`src/rtl/piso_pkg.sv`:
```
// ---------------------------------------------------------------
// piso_pkg: shared types and sizing helpers for the piso_tx serial link sender.
// Rev 1.0
// ---------------------------------------------------------------
`default_nettype none

package piso_pkg;

  localparam int DEFAULT_WIDTH = 4;

  typedef enum logic [0:0] {
    IDLE  = 1'b0,
    SHIFT = 1'b1
  } state_t;

  function automatic int cnt_w(input int width);
    return $clog2(width);
  endfunction

endpackage

`default_nettype wire

```
`src/rtl/piso_tx.sv`:
```
// ---------------------------------------------------------------
// piso_tx: WIDTH-bit valid/ready parallel-in, serial-out transmitter with framing.
// Rev 1.0
// ---------------------------------------------------------------
`default_nettype none

module piso_tx
  import piso_pkg::*;
#(
  parameter int WIDTH     = DEFAULT_WIDTH,
  parameter bit MSB_FIRST = 1'b1
) (
  input  logic             clk,
  input  logic             reset_n,
  input  logic [WIDTH-1:0] pi,
  input  logic             pi_valid,
  output logic             pi_ready,
  output logic             so,
  output logic             so_valid,
  output logic             last,
  output logic             done
);

  localparam int             CNT_W       = cnt_w(WIDTH);
  localparam logic [CNT_W-1:0] CNT_LAST    = CNT_W'(WIDTH - 1);
  localparam logic [CNT_W-1:0] CNT_PRELAST = CNT_W'(WIDTH - 2);

  state_t           state;
  logic [WIDTH-1:0] shift_reg;
  logic [CNT_W-1:0] bit_cnt;

  logic             at_last;
  logic             xfer;
  logic [WIDTH-1:0] shifted;

  function automatic logic head_bit(input logic [WIDTH-1:0] v);
    return MSB_FIRST ? v[WIDTH-1] : v[0];
  endfunction

  assign at_last  = (state == SHIFT) && (bit_cnt == CNT_LAST);
  assign pi_ready = (state == IDLE) || at_last;
  assign xfer     = pi_valid && pi_ready;
  assign shifted  = MSB_FIRST ? {shift_reg[WIDTH-2:0], 1'b0}
                              : {1'b0, shift_reg[WIDTH-1:1]};

  // so is registered as the head of the next shift_reg value, so it always
  // equals the head of shift_reg during the cycle it is presented.
  always_ff @(posedge clk or negedge reset_n) begin
    if (!reset_n) begin
      state     <= IDLE;
      shift_reg <= '0;
      bit_cnt   <= '0;
      so        <= 1'b0;
      so_valid  <= 1'b0;
      last      <= 1'b0;
      done      <= 1'b0;
    end else begin
      done <= at_last;
      if (xfer) begin
        state     <= SHIFT;
        shift_reg <= pi;
        bit_cnt   <= '0;
        so        <= head_bit(pi);
        so_valid  <= 1'b1;
        last      <= 1'b0;
      end else if (state == SHIFT && !at_last) begin
        shift_reg <= shifted;
        bit_cnt   <= bit_cnt + 1'b1;
        so        <= head_bit(shifted);
        so_valid  <= 1'b1;
        last      <= (bit_cnt == CNT_PRELAST);
      end else begin
        if (state == SHIFT) begin
          shift_reg <= shifted;
        end
        state    <= IDLE;
        so       <= 1'b0;
        so_valid <= 1'b0;
        last     <= 1'b0;
      end
    end
  end

endmodule

`default_nettype wire

```
`config.mk`:
```
export PLATFORM = sky130hd
export DESIGN_NAME = piso_tx
export DESIGN_NICKNAME = d
export VERILOG_FILES = /design/src/rtl/piso_pkg.sv /design/src/rtl/piso_tx.sv
export SDC_FILE = /design/constraint.sdc
export NUM_CORES = 1
export LEC_CHECK = 0
export ABC_AREA = 1
export CORE_MARGIN = 2
export CORE_UTILIZATION = 29
export CTS_CLUSTER_DIAMETER = 80
export DETAILED_ROUTE_END_ITERATION = 8
export GPL_TIMING_DRIVEN = 0
export SLEW_MARGIN = 30
export SYNTH_ARGS = -nofsm -noshare
export SYNTH_HDL_FRONTEND = slang
export SYNTH_SLANG_ARGS = --single-unit
export TNS_END_PERCENT = 100
```
`constraint.sdc`:
```
create_clock -name clk -period 2.02 [get_ports clk]
set_clock_uncertainty 0.2 [all_clocks]
set_input_delay 0.404 -clock clk [delete_from_list [all_inputs] [get_ports clk]]
set_output_delay 0.404 -clock clk [all_outputs]
set_load 0.02 [all_outputs]
```
Word-level counts from Yosys, hierarchy flattened
Index checks and enable logic that the tools add are counted.
{"block": "totals", "register_bits": 10, "inputBits": 7, "out_inout_bits": 5, "elab_cells": 32}
{"block": "classes", "addsub": 1, "n_eq_ne": 3, "muxes": 13, "bitwise_logic": 1, "n_reduce_logical": 7}
{"op": "3-bit two-way mux", "count": 3}
{"op": "1-bit two-way mux", "count": 8}
{"op": "2-bit == test, second input constant", "count": 2}
{"op": "2-bit two-way mux", "count": 2}
{"op": "1-bit logical AND", "count": 3}
{"op": "3-bit nonzero test", "count": 1}
{"op": "2-bit by 1-bit adder with 2-bit output, second input constant", "count": 1}
{"op": "2-bit != test, second input constant", "count": 1}
{"op": "2-bit nonzero test", "count": 1}
{"op": "1-bit logical NOT", "count": 1}
{"op": "1-bit logical OR", "count": 1}
{"op": "1-bit inverter", "count": 1}

Depth between registers and ports, before layout
{"block": "logic_depth", "depth_word": 6, "ltp_mapped": 7, "depth_no_buf": 6}

Worst setup path after synthesis
Ideal clock, no wire load.
{"block": "synth_path", "path_type": "register to output", "startpoint": "register bit_cnt[1]", "endpoint": "output port pi_ready", "arrival_time_ns": 0.836, "t_required_ns": 1.416, "slack_ns": 0.580, "stages_incl_launch_ff": 5, "path_buffers": 1, "path_cell_list": "dfrtp_1 ha_1 inv_1 nand2_2 buf_6"}
{"block": "synth_between", "elab_chain_len": 3}
{"item": "from (decl)", "line": "piso_tx.sv:30", "rtl": "logic [CNT_W-1:0] bit_cnt;"}
{"item": "from (signal assigned)", "line": "piso_tx.sv:68", "rtl": "bit_cnt <= bit_cnt + 1'b1;"}
{"item": "2-bit == test", "line": "piso_tx.sv:40", "rtl": "assign at_last = (state == SHIFT) && (bit_cnt == CNT_LAST);"}
{"item": "1-bit logical AND", "line": "piso_tx.sv:40"}
{"item": "1-bit logical OR", "line": "piso_tx.sv:41", "rtl": "assign pi_ready = (state == IDLE) || at_last;"}
{"item": "to (decl)", "line": "piso_tx.sv:17", "rtl": "output logic pi_ready,"}
No other way between the ends.

Final worst setup path
{"block": "layout_path", "startpoint": "register bit_cnt[0]", "endpoint": "output port pi_ready"}
The elaborated chain is that of the path after synthesis.

==> results.md <==
- Min-delay worst type: in2async
- Initial core utilization: 0.304
- Leak: 0.000298 uW
- Longest Clk Path Bufs: 2
- Period Utilization, post-route: 0.925
- Most frequent cell after synthesis: nand2_1
- Synth Warn #: 0
- Hold Vio Cnt, Final: 0
- Final GP Congestion: 0.697
- Fin worst setup slack: 0.152 ns
- Die ar.: 0.00187 mm^2
- CTS hold repair buffers: 0
- Cell area after layout: 603 um^2
- Final WL: 749 um
- Max reg flops: 3
- Vias in the first global route: 333
- Avg WL per Cell: 9.48 um
- Via count: 339
- Startpoint Class: flip-flop
- Num CTS Buffers: 3
- Max-Cap Viols: 0
- Worst-Skew Late Latency: 0.25 ns
- Area grow syn2layout: 34.6%
- Core area: 0.00147 mm^2
- DP Worst Slack: -0.0185 ns
- Synth Area in Adders: 0.0559
- Most frequent cells after synthesis: 13 x nand2_1, 10 x dfrtp_1, 7 x inv_1
- RSZ-0062 raised after global routing: false
- CTS Root Cell: clkbuf_4
- Largest family of logic cells by synthesized area: simple AND/OR/NAND/NOR gates
- Router iterations before antenna repair: 4
- Area share of the largest cell type after synthesis: 0.559
- Mapped Nets: 57
- Tmin final: 1.87 ns
- Post-route ant nets: 0
- Async S/R FF share, synth: 1.00
- VDD IR max: 0.488 mV
- Synth area leader: dfrtp_1
- Top FF cell, synth: dfrtp_1
- Post-Synth Simple-Gate Area: 0.251
- WP data required: 1.42 ns
- Fin nets: 74
- DRT iter0 DRCs: 3
- Measured slew at the worst slew-check pin: 0.441 ns
- Largest net degree at the start of global routing: 11
- Number of synthesized flops with an enable pin: 0
- Post-Layout Cell Count: 79
- CP endpoint kind: output pin
- Max Clk Rate: 0.535 GHz
- First-pass GRT wire length: 1.30 mm
- I/O Pins: 12
- Outcome: finished, final reports clean
- Post-place instance area: 578 um^2
- Seq cells post-synth: 10
- Vias per inst: 4.29
- Clock Sinks: 10
- H-tree levels: 1
- Compound-gate portion of the synthesized area: 0.0391
- Worst Setup Path Type: reg2out
- Row count: 14
- Antenna Cells: 0
- Synth Area in XOR/XNOR: 0
- Die H: 43.3 um
- Sequential area share after synthesis: 0.559
- Relative slew slack: 0.705
- Die X: 43.3 um
- CTS tree: done
- GRT Total Usage: 0.0959
- Slew Limit Fails: 0
- Worst-path fanout max: 10
- Post-Place Cells: 75
- Worst path arrival time: 1.26 ns
- Mapped Area: 448 um^2
- Power per cell area: 1410 mW/mm^2
- Dpl hpwl: 609 um
- Reg clk slew, reported paths: 0.06 ns
- Syn Inst Count: 48
- Post-synthesis mux area share: 0
- Layout cells sized above 1: 0.190
- Total grt overflow: 0
- IO buf count: 11
- Residual DRC: 0
- Avg Cell Area, Syn: 9.33 um^2
- Distinct cell type count after synthesis: 12
- Synth top area cells: dfrtp_1 56%, nand2_1 11%, nand3_1 6.7%
- Setup violations, final: 0
- Initial antenna violation count: 0
- Power, Total: 853 uW
==> final cells by class <==
type                            instances  area [um^2]
Buffer                                  1         11.3
Clock buffer                            3         22.5
Fill cell                             152          868
Inverter                                8         31.3
Multi-Input combinational cell         29          155
Sequential cell                        10          250
Tap cell                               16         20.0
Timing Repair Buffer                   12          113
==> per-layer routing <==
| layer | wire [um] | share of wire | vias up | GRT usage |
|---|---|---|---|---|
| met5 | 0 | 0 | - | 0 |
| met4 | 0 | 0 | 0 | 0.0364 |
| met3 | 39 | 0.052 | 0 | 0.0511 |
| met2 | 375 | 0.50 | 9 | 0.155 |
| met1 | 334 | 0.45 | 150 | 0.106 |
| li1 | - | - | 180 | - |
==> report_power, final <==
part / total (uW) / switching (uW) / internal (uW)
combinational: 416 / 231 / 185
clock: 124 / 56.1 / 68.1
sequential: 312 / 33.8 / 278
total: 853 / 321 / 532
==> timing repair <==
| item | CTS | global route |
|---|---|---|
| setup buffers | 0 | 1 |
| setup endpoints to repair | 1 | 1 |
| resized for setup | 3 | 1 |
| gates cloned | 0 | 0 |
==> worst max-delay path: stages, from the launching register on <==
cell and delay, ns:
dfrtp_1 0.37, ha_1 0.21, inv_1 0.06, nand2_2 0.06
buf_6 0.15, buf_2 0.16
==> through the flow <==
stage | hold WS [ns] | setup TNS, ns | util
after floorplan | -0.0916 | 0 | -
after global placement | 0.265 | 0 | 0.393
after detailed placement | 0.266 | -0.0185 | 0.393
after CTS | 0.268 | 0 | 0.409
after global routing | 0.286 | 0 | 0.410
final | 0.261 | 0 | 0.410
==> placed cells by master (no fill, tap or decap) <==
cell type,netlist,routed
inv_1,7,7
nand2_1,13,13
nor2_2,1,1
ha_1,2,2
clkdlybuf4s50_1,0,10
dfrtp_1,10,10
buf_4,0,1
buf_6,1,1
nand3_1,6,6
nand3_2,1,1
clkbuf_4,0,3
clkinv_2,1,1
o21ai_2,2,2
nand2_2,1,1
buf_2,0,1
nor2_1,3,3
==> worst paths after layout <==
kind / endpoint / startpoint / slack [ns] / depth (start not counted)
setup / recovery: pi_ready / bit_cnt[0]$_DFFE_PN0P_ / 0.15 / 5
hold / removal: so_valid$_DFF_PN0_ / reset_n / 0.26 / 1
setup reg to reg: shift_reg[2]$_DFFE_PN0P_ / bit_cnt[0]$_DFFE_PN0P_ / 0.70 / 6
hold reg to reg: so$_DFF_PN0_ / shift_reg[2]$_DFFE_PN0P_ / 0.27 / 2
max in group asynchronous: state$_DFFE_PN0P_ / reset_n / 1.05 / 1
min in group clk: so$_DFF_PN0_ / shift_reg[2]$_DFFE_PN0P_ / 0.27 / 2
==> logic make-up (layout without fill, tap and decap cells) <==
group / Yosys count / count (layout)
fa+ha+maj: 2 / 2
flops: 10 / 10
simple gates: 25 / 25
buf+inv: 9 / 24
compound gates: 2 / 2
Note: power is estimated with default switching activity, not from simulation.
